==> src/rtl/wb_dcache_pkg.sv <==
// Shared types and field-width helpers for the write-back data cache.
// Widths derive from the word-address layout {tag, index, offset}.
package wb_dcache_pkg;

    localparam int DEF_ADDR_W     = 16;
    localparam int DEF_DATA_W     = 16;
    localparam int DEF_SETS       = 8;
    localparam int DEF_LINE_WORDS = 4;

    typedef enum logic [1:0] {
        S_IDLE  = 2'd0,
        S_WB    = 2'd1,
        S_FILL  = 2'd2,
        S_FLUSH = 2'd3
    } state_t;

    function automatic int off_w(input int line_words);
        return $clog2(line_words);
    endfunction

    function automatic int idx_w(input int sets);
        return $clog2(sets);
    endfunction

    function automatic int tag_w(input int addr_w, input int sets, input int line_words);
        return addr_w - $clog2(sets) - $clog2(line_words);
    endfunction

endpackage

==> src/rtl/dcache_tag_array.sv <==
// Per-set valid/dirty/tag storage: one combinational read port, one write port.
// Valid and dirty clear on reset; tags are left untouched.
module dcache_tag_array
    import wb_dcache_pkg::*;
#(
    parameter int SETS  = DEF_SETS,
    parameter int TAG_W = tag_w(DEF_ADDR_W, DEF_SETS, DEF_LINE_WORDS)
) (
    input  logic                     clk,
    input  logic                     rst_n,
    input  logic [idx_w(SETS)-1:0]   rd_idx,
    output logic                     rd_valid,
    output logic                     rd_dirty,
    output logic [TAG_W-1:0]         rd_tag,
    input  logic                     wr_en,
    input  logic [idx_w(SETS)-1:0]   wr_idx,
    input  logic                     wr_valid,
    input  logic                     wr_dirty,
    input  logic [TAG_W-1:0]         wr_tag
);

    logic [SETS-1:0]  valid;
    logic [SETS-1:0]  dirty;
    logic [TAG_W-1:0] tags [SETS];

    always_ff @(posedge clk) begin
        if (!rst_n) begin
            valid <= '0;
            dirty <= '0;
        end else if (wr_en) begin
            valid[wr_idx] <= wr_valid;
            dirty[wr_idx] <= wr_dirty;
        end
    end

    always_ff @(posedge clk) begin
        if (rst_n && wr_en) begin
            tags[wr_idx] <= wr_tag;
        end
    end

    assign rd_valid = valid[rd_idx];
    assign rd_dirty = dirty[rd_idx];
    assign rd_tag   = tags[rd_idx];

endmodule

==> src/rtl/wb_dcache.sv <==
// Direct-mapped, write-back, write-allocate data cache with a word-serial
// memory port and a full-cache flush scan.
module wb_dcache
    import wb_dcache_pkg::*;
#(
    parameter int ADDR_W     = DEF_ADDR_W,
    parameter int DATA_W     = DEF_DATA_W,
    parameter int SETS       = DEF_SETS,
    parameter int LINE_WORDS = DEF_LINE_WORDS
) (
    input  logic              clk,
    input  logic              rst_n,
    input  logic [ADDR_W-1:0] addr,
    input  logic [DATA_W-1:0] wdata,
    input  logic              re,
    input  logic              we,
    output logic [DATA_W-1:0] rdata,
    output logic              rdy,
    input  logic              flush,
    output logic              flush_done,
    output logic              mem_req,
    output logic              mem_we,
    output logic [ADDR_W-1:0] mem_addr,
    output logic [DATA_W-1:0] mem_wdata,
    input  logic [DATA_W-1:0] mem_rdata,
    input  logic              mem_ack
);

    localparam int OW = off_w(LINE_WORDS);
    localparam int IW = idx_w(SETS);
    localparam int TW = tag_w(ADDR_W, SETS, LINE_WORDS);
    localparam logic [OW-1:0] LAST_BEAT = OW'(LINE_WORDS - 1);
    localparam logic [IW-1:0] LAST_SET  = IW'(SETS - 1);

    state_t          state;
    state_t          state_nx;
    logic [OW-1:0]   beat;
    logic [IW-1:0]   set_cnt;
    logic            done_q;

    logic [OW-1:0]   a_off;
    logic [IW-1:0]   a_idx;
    logic [TW-1:0]   a_tag;
    logic [IW-1:0]   look_idx;
    logic            line_valid;
    logic            line_dirty;
    logic [TW-1:0]   line_tag;
    logic            req;
    logic            hit;
    logic            last_ack;
    logic            flush_line;
    logic            set_done;

    logic            tag_we;
    logic            tag_wdirty;
    logic [TW-1:0]   tag_wtag;

    logic [DATA_W-1:0] data_mem [SETS*LINE_WORDS];

    assign a_off    = addr[OW-1:0];
    assign a_idx    = addr[OW+IW-1:OW];
    assign a_tag    = addr[ADDR_W-1:OW+IW];
    // The flush scan walks sets by counter; everything else follows the CPU index.
    assign look_idx = (state == S_FLUSH) ? set_cnt : a_idx;

    dcache_tag_array #(
        .SETS  (SETS),
        .TAG_W (TW)
    ) u_tags (
        .clk      (clk),
        .rst_n    (rst_n),
        .rd_idx   (look_idx),
        .rd_valid (line_valid),
        .rd_dirty (line_dirty),
        .rd_tag   (line_tag),
        .wr_en    (tag_we),
        .wr_idx   (look_idx),
        .wr_valid (1'b1),
        .wr_dirty (tag_wdirty),
        .wr_tag   (tag_wtag)
    );

    assign req        = re | we;
    assign hit        = rst_n && (state == S_IDLE) && line_valid && (line_tag == a_tag);
    assign rdy        = !req || hit;
    assign rdata      = data_mem[{a_idx, a_off}];
    assign last_ack   = mem_ack && (beat == LAST_BEAT);
    assign flush_line = line_valid && line_dirty;
    assign set_done   = !flush_line || last_ack;
    assign mem_wdata  = data_mem[{look_idx, beat}];
    assign flush_done = done_q && rst_n;

    always_ff @(posedge clk) begin
        if (!rst_n) begin
            state <= S_IDLE;
        end else begin
            state <= state_nx;
        end
    end

    always_comb begin
        state_nx = state;
        case (state)
            S_IDLE: begin
                if (req && !hit) begin
                    state_nx = flush_line ? S_WB : S_FILL;
                end else if (flush && !req && !done_q) begin
                    state_nx = S_FLUSH;
                end
            end
            S_WB:    if (last_ack) state_nx = S_FILL;
            S_FILL:  if (last_ack) state_nx = S_IDLE;
            S_FLUSH: if (set_done && (set_cnt == LAST_SET)) state_nx = S_IDLE;
            default: state_nx = S_IDLE;
        endcase
    end

    always_comb begin
        mem_req    = 1'b0;
        mem_we     = 1'b0;
        mem_addr   = {a_tag, a_idx, beat};
        tag_we     = 1'b0;
        tag_wdirty = 1'b0;
        tag_wtag   = a_tag;
        case (state)
            S_IDLE: begin
                if (we && hit) begin
                    tag_we     = 1'b1;
                    tag_wdirty = 1'b1;
                end
            end
            S_WB: begin
                mem_req  = 1'b1;
                mem_we   = 1'b1;
                mem_addr = {line_tag, a_idx, beat};
            end
            S_FILL: begin
                mem_req = 1'b1;
                tag_we  = last_ack;
            end
            S_FLUSH: begin
                mem_req  = flush_line;
                mem_we   = flush_line;
                mem_addr = {line_tag, set_cnt, beat};
                tag_we   = flush_line && last_ack;
                tag_wtag = line_tag;
            end
            default: ;
        endcase
        if (!rst_n) begin
            mem_req = 1'b0;
            tag_we  = 1'b0;
        end
    end

    // Beat and set counters wrap naturally because both sizes are powers of two.
    always_ff @(posedge clk) begin
        if (!rst_n) begin
            beat    <= '0;
            set_cnt <= '0;
            done_q  <= 1'b0;
        end else begin
            if (mem_req && mem_ack) begin
                beat <= beat + 1'b1;
            end
            if ((state == S_FLUSH) && set_done) begin
                set_cnt <= set_cnt + 1'b1;
            end
            done_q <= (state == S_FLUSH) && set_done && (set_cnt == LAST_SET);
        end
    end

    always_ff @(posedge clk) begin
        if (rst_n) begin
            if (we && hit) begin
                data_mem[{a_idx, a_off}] <= wdata;
            end else if ((state == S_FILL) && mem_ack) begin
                data_mem[{a_idx, beat}] <= mem_rdata;
            end
        end
    end

endmodule

==> config.mk <==
export PLATFORM = sky130hd
export DESIGN_NAME = wb_dcache
export DESIGN_NICKNAME = d
export VERILOG_FILES = /design/src/rtl/wb_dcache_pkg.sv /design/src/rtl/dcache_tag_array.sv /design/src/rtl/wb_dcache.sv
export SDC_FILE = /design/constraint.sdc
export NUM_CORES = 1
export LEC_CHECK = 0
export BUFFER_PORTS_ARGS = -buffer_cell sky130_fd_sc_hd__buf_2
export CORE_ASPECT_RATIO = 2
export CORE_MARGIN = 8
export CORE_UTILIZATION = 36
export CTS_CLUSTER_DIAMETER = 200
export CTS_CLUSTER_SIZE = 25
export DETAILED_ROUTE_END_ITERATION = 8
export PLACE_DENSITY = 0.58
export SLEW_MARGIN = 5
export SYNTH_ARGS = -nofsm -noshare
export SYNTH_HDL_FRONTEND = slang
export SYNTH_SLANG_ARGS = --single-unit
==> constraint.sdc <==
create_clock -name clk -period 15.1 [get_ports clk]
set_input_delay 2.265 -clock clk [delete_from_list [all_inputs] [get_ports clk]]
set_output_delay 2.265 -clock clk [all_outputs]
set_load 0.1 [all_outputs]
# Word level (Yosys, flattened, before mapping)
# Memories as Yosys holds them, arrays and structs flattened.
# Index checks and enable logic that the tools add are counted.
[totals]
output_inout_bits = 52
register_bits = 24
mem_count = 2
wordCells = 87
ram_bits = 600
in_bits = 54
[op_classes]
n_mux = 35
add_sub_neg = 2
bitwise_logic = 2
eq_ne = 10
reduce_logical = 28
n_lt_le_gt_ge = 2
[mem_list]
columns = ["name", "words", "width", "rd", "rd_ports_with_merged_regs", "write_ports", "line_no", "source"]
rows = [
  ["data_mem", 32, 16, 2, 0, 1, "wb_dcache.sv:58", "logic [DATA_W-1:0] data_mem [SETS*LINE_WORDS];"],
  ["u_tags.tags", 8, 11, 1, 0, 1, "dcache_tag_array.sv:24", "logic [TAG_W-1:0] tags [SETS];"],
]
[op_table]
columns = ["cell", "n"]
rows = [
  ["$pmux 16 s2", 1],
  ["$logic_and 1x1->1", 18],
  ["$mux 1", 16],
  ["$mux 16", 1],
  ["$reduce_or 16->1", 1],
  ["$mux 2", 6],
  ["$eq 11x11->1", 1],
  ["$mux 11", 1],
  ["$bwmux 8", 1],
  ["$or 8x8->8", 1],
  ["$pmux 2 s4", 1],
  ["$bmux 1 s3", 2],
  ["$eq 2x2->1 const B", 3],
  ["$mux 5", 1],
  ["$logic_not 1->1", 4],
  ["$lt 3x4->1 const B", 1],
  ["$ne 2x2->1 const B", 2],
  ["$pmux 1 s2", 2],
  ["$reduce_and 4->1", 1],
  ["$add 3x1->3 const B", 1],
  ["$demux 1 s3", 1],
  ["$eq 3x3->1 const B", 1],
  ["$ge 3x1->1 const B", 1],
  ["$mux 3", 1],
  ["9 further kinds", 10],
]

# Logic depth before layout (Yosys ltp)
# Gate-level depths: netlist (run 1).
[depth]
depth_word = 13
mapped_depth = 15
depth_no_buf = 10

# Modules after synthesis
# From an unflattened synthesis (run 1), not the netlist that was laid out.
[unflattened]
hier_cells = 1616
hier_area_um2 = 29035.3
[by_module_without_submodules]
columns = ["module", "area_each_um2", "seq_area_each_um2", "instances", "cells_per_inst"]
rows = [
  ["wb_dcache", 24842.6, 15534.9, 1, 1413],
  ["dcache_tag_array", 4192.8, 2962.8, 1, 203],
]

# Least setup slack after synthesis (run 1)
# OpenSTA, ideal clock, no wires.
[synth_timing]
path_type = "input port to output port"
startpoint = "input port addr[0]"
endpoint = "output port rdata[10]"
setup_slack_ns = 6.858
arrival_time_ns = 5.977
required_time_ns = 12.835
stages = 6
path_buffers = 3
path_cell_list = "clkbuf_1 buf_1 buf_1 mux4_2 mux2i_1 o21ai_0"
[synth_via]
elab_chain_cells = 1
[synth_lines]
columns = ["item", "line_no", "source"]
rows = [
  ["start, declared", "wb_dcache.sv:13", "input logic [ADDR_W-1:0] addr,"],
  ["$mem_v2 32x16", "--", ""],
  ["end, declared", "wb_dcache.sv:17", "output logic [DATA_W-1:0] rdata,"],
]
# No other way between the ends.

# Final worst setup path (run 1)
[layout_timing]
startpoint = "input port addr[0]"
endpoint = "output port rdata[2]"
# The elaborated chain is that of the path after synthesis.

==> results of run 1 <==
## registers in the layout, indices dropped and copies added (netlist names)
register and count:
data_mem 512, u_tags.tags 88, u_tags.dirty 8, u_tags.valid 8, set_cnt 3, beat 2, state 2, done_q 1
## metal layers
layer	track usage, %	up-vias	part of all wire (%)
li1	-	6978	-
met5	0	-	0
met3	2.07	238	6.0
met2	37.5	826	53
met4	12.7	0	7.2
met1	22.8	9095	34
## worst register-to-register path, delay by kind of cell (launching register included)
family	cells	cell delay, ps
AND/OR/NAND/NOR	4	1610
buffers and inverters	3	1320
adder cells (fa/ha/maj)	1	180
AO/OA/AOI/OAI	3	1030
flip-flops	1	400
multiplexers	2	1500
## power by group
part / leakage (nW) / switching, mW / internal [mW] / total, mW
logic: 3.70 / 0.505 / 0.199 / 0.704
clock network: 0.372 / 0.534 / 0.355 / 0.889
registers: 5.59 / 0.0128 / 1.94 / 1.95
## cell usage in the layout (no fill, tap or decap), types with 25 or more instances in the layout
master / instances
buf_4: 61
mux4_2: 256
clkbuf_16: 29
nand4_1: 28
edfxtp_1: 600
nand2_1: 116
buf_2: 103
a22oi_1: 107
mux2i_1: 32
nor2_2: 25
## kinds of logic after synthesis
family / Yosys count / synth area share, %
flops: 624 / 63.8
mux: 313 / 22.0
simple gates: 279 / 4.77
buf+inv: 136 / 2.05
xor+xnor: 6 / 0.181
compound gates: 249 / 6.86
fa+ha+maj: 8 / 0.345
## path summary, 6_finish.rpt
check | cells after the start | start | slack [ps] | end
max | 7 | addr[0] | 6860 | rdata[2]
min reg2reg | 1 | u_tags.valid[6] | 480 | u_tags.valid[6]
max reg2reg | 13 | state[1] | 8700 | data_mem[11][2]
min | 1 | u_tags.valid[6] | 480 | u_tags.valid[6]
## final cells by class
type / instances / area, um^2
Clock buffer: 41 / 771
Fill cell: 7237 / 48200
Inverter: 21 / 78.8
Sequential cell: 624 / 18500
Timing Repair Buffer: 167 / 1020
Tap cell: 1043 / 1310
Multi-Input combinational cell: 855 / 10100
## stage by stage
step                      power, mW  hold slack (ps)  cells
after floorplan                2.50              440   1615
after detailed placement       2.70              458   2710
after global routing           3.64              511   2751
after global placement         2.70              447   2710
final                          3.55              482   2751
after CTS                      3.57              483   2751
==> reports/qor.csv, run 1 <==
stage;metric;value;unit
status;status;completed;
logic_synthesis;yosysWarnings;0;
grt;grt_overflow;0;
floorplan;die_w;217;um
clocking;cts_root_buf;clkbuf_16;
setup_path;crit_chain;buf_8 -> buf_4 -> buf_4 -> mux4_2 -> a221oi_1 -> o21ai_0 -> buf_2;
grt;antenna_found_initial;1;
placed_design;dpl-instance-area;31100;um^2
grt;grt_pass1_wl;134;mm
logic_synthesis;syn_inst;1615;
timing;layout_setup_ws;6860;ps
timing;rsz0062_at_grt;no;
setup_path;endpoint_kind;output pin;
setup_path;startpoint_type;input pin;
floorplan;start_util;36.2;%
timing;setup_tns;0;ps
layout;nets;1759;
logic_synthesis;ys_top_cells_by_area;edfxtp_1 (62%), mux4_2 (20%), a22oi_1 (2.8%);
timing;tightest_slew;1290;ps
power;power_density;111;nW/um^2
timing;finalCritPeriodShare;54.6;%
floorplan;die_y;417;um
setup_path;crit_family;buffers and inverters;
grt;grt_pass1_vias;18100;
placed_design;portBuffers;105;
clocking;cts_tree;done;
logic_synthesis;yosys.area.top_type;edfxtp_1;
timing;report.final.slew_viol_count;0;
logic_synthesis;syn_area_per_cell;18.0;um^2
power;leakagePower;9.66;nW
logic_synthesis;netlist_area;29000;um^2
logic_synthesis;synth.lib_cells_used.distinct;88;
logic_synthesis;synth-edff-count;600;
clocking;cts.sinks;624;
timing;skew;23.5;ps
clocking;htree_levels;1;
grt;grt_start_max_net_pins;92;
layout;stdcell_area;31800;um^2
routing;drc_errors;0;
layout;synthToLayoutAreaGrowth;9.75;%
hold_path;hp-class;reg2reg;
floorplan;fp.coreArea;80000;um^2
clocking;clk_pin_slew;100;ps
floorplan;die-area;90400;um^2
floorplan;rows;147;
clocking;clockBufferDepth;3;
layout;antennaDiodeCount;0;
routing;drtAntennaViolNets;0;
clocking;insertion_delay;630;ps
clocking;cts-resized-gates;0;
clocking;cts_buffers;28;
routing;routed_wl;94.8;mm
routing;drt_iter0_drc;1809;
placed_design;place_ws;6710;ps
placed_design;place_hpwl;61.1;mm
setup_path;worst-path-buf-inv;4;
logic_synthesis;synthTopCellsByCount;edfxtp_1 (600), mux4_2 (256), nand2_1 (116), a22oi_1 (107), clkbuf_1 (60);
logic_synthesis;yosysSeqAreaShare;63.8;%
routing;num_vias;17100;
timing;fmax;0.121;GHz
setup_path;crit_path_top_delay_cell;buf_4;
floorplan;ios;106;
clocking;postCtsHoldBufs;0;
setup_path;worst_ep_required_time;12840;ps
power;irDropWorstVdd;0.0886;mV
setup_path;crit_path_max_incr_delay;740;ps
logic_synthesis;ys.flop_type;edfxtp_1;
logic_synthesis;synth-seq-cells;624;
layout;drive_above_1_share;32.3;%
timing;finalSetupViolations;0;
setup_path;path_max_fanout;60;
logic_synthesis;yosys.area.top_type_share;62.1;%
logic_synthesis;yosysMostFrequentCell;edfxtp_1;
timing;period_needed;8240;ps
setup_path;arrival;5980;ps
placed_design;gp_congestion;0.844;
routing;wire_per_inst;34.4;um
grt;grt_util_all_layers;20.6;%
setup_path;crit_top_cell;buf_4;
routing;drtPass1Iterations;5;
setup_path;criticalPathCategory;in2out;
logic_synthesis;synthArstFlopShare;0;%
timing;final_hold_viol_count;0;
timing;max-slew-margin-rel;13.4;%
routing;viasPerCell;6.23;
flow_run;drv_cap;0;
logic_synthesis;syn_nets;1677;
layout;fin_util;39.8;%
clocking;postCtsSetupBuffers;0;
(Power assumes the default switching activity.)
==> run 2, diff against run 1 <==
==> constraint.sdc (replaced) <==
create_clock -name clk -period 8.6 [get_ports clk]
set_input_delay 1.29 -clock clk [delete_from_list [all_inputs] [get_ports clk]]
set_output_delay 1.29 -clock clk [all_outputs]
set_load 0.1 [all_outputs]
==> run 2 against run 1 <==
Worst setup slack got worse by 4500 ps; clock skew fell by 8.1 ps; clock power rose by 74%; non-clock buffer count rose by 1; first-iteration DRC count fell by 3.3%; global-route usage rose by 0.087 points; combinational power rose by 79%; critical path depth rose by 2; via count fell by 0.43%; power rose by 76%; register-to-register slack got worse by 6200 ps; die area did not move; critical endpoint is now rdy; largest cell class unchanged; largest power group unchanged.
==> reports/qor.csv, run 2 (synthesis results as in run 1) <==
stage;metric;value;unit
layout;synthToLayoutAreaGrowth;9.78;%
timing;rsz0062_at_grt;no;
timing;finalCritPeriodShare;72.1;%
setup_path;worst_ep_required_time;7310;ps
timing;max-slew-margin-rel;12.1;%
layout;fin_util;39.8;%
layout;ff_latch_area;18500;um^2
floorplan;rows;147;
power;power_density;196;nW/um^2
routing;num_vias;17100;
routing;drc_errors;0;
floorplan;die-area;90400;um^2
setup_path;crit_path_max_incr_delay;800;ps
routing;viasPerCell;6.20;
clocking;htree_levels;1;
routing;drt_iter0_drc;1749;
grt;grt_util_all_layers;20.7;%
layout;top_register;data_mem;
grt;antenna_found_initial;0;
placed_design;portBuffers;105;
layout;multi_input_comb_area;10100;um^2
layout;largest_reg_flops;512;
power;leakagePower;9.65;nW
layout;drive_above_1_share;32.3;%
grt;grt_overflow;0;
routing;drtAntennaViolNets;0;
timing;tightest_slew;1320;ps
clocking;cts_tree;done;
clocking;insertion_delay;630;ps
setup_path;crit_chain;ha_2 -> mux2_4 -> mux2i_1 -> a32oi_1 -> a21o_1 -> a211oi_2 -> nand4_2 -> o22ai_1 -> buf_2;
timing;final_hold_viol_count;0;
placed_design;place_hpwl;64.5;mm
clocking;postCtsHoldBufs;0;
setup_path;startpoint_type;flip-flop;
floorplan;start_util;36.2;%
routing;drtPass1Iterations;7;
layout;fillers;7178;
floorplan;die_w;217;um
status;status;completed;
setup_path;arrival;4910;ps
layout;nets;1760;
placed_design;gp_congestion;0.886;
power;irDropWorstVdd;0.118;mV
clocking;postCtsSetupBuffers;0;
timing;report.final.slew_viol_count;0;
routing;routed_wl;94.7;mm
hold_path;hp-class;reg2reg;
clocking;cts-resized-gates;0;
layout;final_cell_mix;edfxtp_1 (600), mux4_2 (256), nand2_1 (116);
timing;finalSetupViolations;0;
grt;grt_pass1_vias;18200;
timing;setup_tns;0;ps
routing;wire_per_inst;34.4;um
layout;antennaDiodeCount;0;
floorplan;ios;106;
floorplan;fp.coreArea;80000;um^2
setup_path;crit_path_top_delay_cell;mux2_4;
layout;final_common_cell;edfxtp_1;
timing;fmax;0.161;GHz
clocking;cts.sinks;624;
setup_path;path_max_fanout;48;
setup_path;endpoint_kind;output pin;
grt;grt_start_max_net_pins;122;
grt;grt_pass1_wl;134;mm
floorplan;die_y;417;um
setup_path;criticalPathCategory;reg2out;
timing;skew;15.4;ps
flow_run;drv_cap;0;
clocking;cts_buffers;28;
clocking;cts_root_buf;clkbuf_16;
clocking;clockBufferDepth;3;
timing;period_needed;6200;ps
layout;reg_top3;data_mem: 512 flops, u_tags.tags: 88 flops;
clocking;clk_pin_slew;110;ps
[run 2: through the flow]
| stage | hold slack (ps) | area, um^2 | power, mW | instances | worst slack, ps |
|---|---|---|---|---|---|
| after CTS | 483 | 31800 | 6.30 | 2752 | 2370 |
| after detailed placement | 457 | 31100 | 4.77 | 2711 | 2250 |
| final | 478 | 31800 | 6.24 | 2752 | 2400 |
| after global routing | 498 | 31800 | 6.42 | 2752 | 2120 |
| after global placement | 457 | 31100 | 4.76 | 2711 | 2370 |
| after floorplan | 440 | 29000 | 4.40 | 1615 | 2310 |
[run 2: report_power, final]
part	internal (mW)	leakage, nW	switching, mW
logic	0.354	3.69	0.911
clock network	0.623	0.372	0.924
registers	3.41	5.59	0.0216
[run 2: final cells by class]
| class | count | area share (%) |
|---|---|---|
| Sequential cell | 624 | 58.1 |
| Clock buffer | 41 | 2.42 |
| Multi-Input combinational cell | 855 | 31.8 |
| Inverter | 21 | 0.248 |
| Tap cell | 1043 | 4.10 |
| Timing Repair Buffer | 168 | 3.34 |
[run 2: final timing paths]
kind | cells after the start | start | slack (ps) | end
setup / recovery | 9 | state[1] | 2400 | rdy
hold / removal | 1 | u_tags.valid[7] | 480 | u_tags.valid[7]
setup reg to reg | 12 | state[1] | 2460 | data_mem[23][2]
hold reg to reg | 1 | u_tags.valid[7] | 480 | u_tags.valid[7]
[run 2: worst max-delay path: cells and delay by family, from the launching register on]
family,cells,cell delay [ps]
muxes,2,1120
AOI/OAI and AO/OA,4,1070
adders and majority gates,1,780
buffers and inverters,1,480
DFF,1,420
and+or+nand+nor,1,340
[run 2: layer usage]
metal	global-route usage [%]	wire, um
met4	14.4	7750
met5	0	0
met2	38.0	50500
met1	21.9	31000
met3	2.18	5400
==> run 3, diff against run 2 <==
--- a/config.mk
+++ b/config.mk
@@ -5,6 +5,7 @@
 export SDC_FILE = /design/constraint.sdc
 export NUM_CORES = 1
 export LEC_CHECK = 0
+export ABC_AREA = 1
 export BUFFER_PORTS_ARGS = -buffer_cell sky130_fd_sc_hd__buf_2
 export CORE_ASPECT_RATIO = 2
 export CORE_MARGIN = 8
==> constraint.sdc (replaced) <==
create_clock -name clk -period 6 [get_ports clk]
set_input_delay 0.9 -clock clk [delete_from_list [all_inputs] [get_ports clk]]
set_output_delay 0.9 -clock clk [all_outputs]
set_load 0.1 [all_outputs]
==> run 3 against run 2 <==
Combinational power rose to 2.6 times the previous value; largest power group unchanged; highest routed layer unchanged; critical path depth rose by 2; synthesized cell count rose by 89%; first-iteration DRC count rose by 26%; area after synthesis rose by 3.2%; largest cell class unchanged; cell count rose by 51%; worst hold slack got worse by 17 ps; die area rose by 3.0%.
==> reports/qor.csv, run 3 <==
stage;metric;value;unit
timing;tightest_slew;1090;ps
logic_synthesis;yosys.area.top_type;edfxtp_1;
layout;reg_top3;data_mem: 512 flops, u_tags.tags: 88 flops;
grt;grt_pass1_vias;23000;
routing;routed_wl;102;mm
setup_path;path_max_fanout;25;
timing;finalCritPeriodShare;92.2;%
layout;drive_above_1_share;10.4;%
logic_synthesis;syn_nets;3109;
layout;top_register;data_mem;
routing;drc_errors;0;
status;status;completed;
power;power_density;321;nW/um^2
logic_synthesis;synth-seq-cells;624;
logic_synthesis;yosysWarnings;0;
setup_path;endpoint_kind;output pin;
logic_synthesis;netlist_area;29900;um^2
grt;antenna_found_initial;1;
clocking;cts_tree;done;
logic_synthesis;syn_area_per_cell;9.82;um^2
floorplan;ios;106;
timing;skew;47.3;ps
layout;stdcell_area;32900;um^2
placed_design;gp_congestion;0.885;
timing;setup_tns;0;ps
setup_path;crit_top_cell;nand2_1;
floorplan;die-area;93200;um^2
setup_path;crit_path_top_delay_cell;clkinv_1;
grt;use_met1;23.3;%
power;leakagePower;11.4;nW
clocking;cts.sinks;624;
logic_synthesis;synthArstFlopShare;0;%
clocking;cts_buffers;28;
clocking;clockBufferDepth;3;
layout;antennaDiodeCount;0;
logic_synthesis;synthTopCellsByCount;o21ai_0 (807), edfxtp_1 (600), nor2_1 (348), nand2_1 (315), a21oi_1 (282);
routing;drtAntennaViolNets;0;
placed_design;place_ws;938;ps
floorplan;start_util;36.3;%
timing;fmax;0.181;GHz
clocking;cts_root_buf;clkbuf_16;
flow_run;drv_cap;0;
clocking;postCtsSetupBuffers;0;
logic_synthesis;synth-edff-count;600;
timing;rsz0062_at_grt;no;
layout;fin_util;39.9;%
clocking;postCtsHoldBufs;0;
routing;drtPass1Iterations;6;
timing;report.final.slew_viol_count;0;
floorplan;die_y;424;um
routing;drt_iter0_drc;2207;
clocking;clk_pin_slew;110;ps
timing;max-slew-margin-rel;26.8;%
clocking;insertion_delay;650;ps
timing;layout_setup_ws;467;ps
routing;num_vias;23700;
grt;grt.busiest_layer;met2;
timing;finalSetupViolations;0;
layout;nets;3144;
setup_path;arrival;4630;ps
timing;final_hold_viol_count;0;
setup_path;worst-path-buf-inv;3;
grt;grt_overflow;0;
grt;grt.met3_usage;1.98;%
floorplan;die_w;220;um
setup_path;worst_ep_required_time;5100;ps
layout;fillers;8069;
grt;grt_start_max_net_pins;136;
placed_design;dpl-instance-area;32100;um^2
setup_path;crit_family;buffers and inverters;
setup_path;crit_chain;ha_1 -> buf_4 -> nand2_1 -> nand2_1 -> nor2_4 -> nand2_1 -> clkinv_1 -> a22o_1 -> a221oi_1 -> nand2_1 -> buf_2;
layout;final_common_cell;o21ai_0;
logic_synthesis;ys_top_cells_by_area;edfxtp_1 (60%), o21ai_0 (13%), a21oi_1 (4.7%);
layout;final_cell_mix;o21ai_0 (807), edfxtp_1 (600), nand2_1 (315);
grt;grt_pass1_wl;149;mm
layout;multi_input_comb_area;9910;um^2
clocking;htree_levels;1;
layout;synthToLayoutAreaGrowth;9.77;%
clocking;cts-resized-gates;0;
hold_path;hp-class;reg2reg;
floorplan;rows;149;
placed_design;portBuffers;105;
timing;period_needed;5530;ps
setup_path;criticalPathCategory;reg2out;
logic_synthesis;ys.flop_type;edfxtp_1;
logic_synthesis;yosys.area.top_type_share;60.2;%
timing;hold_slack;461;ps
layout;largest_reg_flops;512;
floorplan;fp.coreArea;82400;um^2
layout;ff_latch_area;18500;um^2
setup_path;crit_path_max_incr_delay;790;ps
routing;wire_per_inst;24.7;um
logic_synthesis;yosysSeqAreaShare;61.8;%
power;irDropWorstVdd;0.343;mV
logic_synthesis;synth.lib_cells_used.distinct;29;
grt;grt_util_all_layers;21.3;%
logic_synthesis;yosysMostFrequentCell;o21ai_0;
routing;viasPerCell;5.71;
logic_synthesis;syn_inst;3047;
grt;grt.met2_usage;38.3;%
placed_design;place_hpwl;68.4;mm
setup_path;startpoint_type;flip-flop;
## run 3: worst reg2reg max path, cell delays in order, from the launching register on
cell     delay [ps]
dfxtp_1         350
ha_1            260
inv_2           220
nand2_1         100
nand2_2         710
nand2_1         150
nand2_1         120
nand2_1          60
nand2_1          80
nand2_1          50
nand2_1         140
inv_1            60
nand2_1          70
nor2_1           40
nand2_1         110
nor2_1           80
nand3_2          80
nand2_2         190
buf_4           270
o21ai_0         330
nand2_2         300
nor2_2          590
buf_12          230
## run 3: cell families (layout without fill, tap and decap cells)
group           Yosys count  in the layout  share of synthesized area [%]
compound gates         1220           1220                           22.0
fa+ha+maj                 8              8                          0.334
buf+inv                 427            474                           5.53
flops                   624            624                           61.8
simple gates            768            768                           10.3
## run 3: layer usage
| layer | part of all wire, % | vias up |
|---|---|---|
| met5 | 0 | - |
| met4 | 7.7 | 0 |
| met3 | 6.3 | 290 |
| met2 | 52 | 1098 |
| met1 | 34 | 11400 |
| li1 | - | 10900 |
## run 3: metrics by stage
| step | power [mW] | instances |
|---|---|---|
| 2_1_floorplan | 7.34 | 3047 |
| 3_3_place_gp | 8.40 | 4109 |
| 3_5_place_dp | 8.40 | 4109 |
| 4_1_cts | 10.6 | 4151 |
| 5_1_grt | 10.9 | 4151 |
| 6_report | 10.6 | 4151 |
## run 3: final timing paths
path                        start         endpoint  slack [ps]  cells past startpoint
setup reg to reg         state[0]   data_mem[0][5]        1150                     22
setup / recovery         state[0]     mem_wdata[4]         470                     11
hold reg to reg   u_tags.dirty[6]  u_tags.dirty[6]         460                      2
hold / removal    u_tags.dirty[6]  u_tags.dirty[6]         460                      2
## run 3: layout make-up
cell class	instances	share of cell area [%]
Clock buffer	42	2.36
Tap cell	1057	4.03
Multi-Input combinational cell	1996	30.2
Sequential cell	624	56.3
Timing Repair Buffer	223	4.73
Inverter	209	2.40
## run 3: report_power, final
| part | switching (mW) | internal (mW) |
|---|---|---|
| combinational | 2.67 | 0.655 |
| clock | 1.34 | 0.896 |
| sequential | 0.0442 | 4.95 |
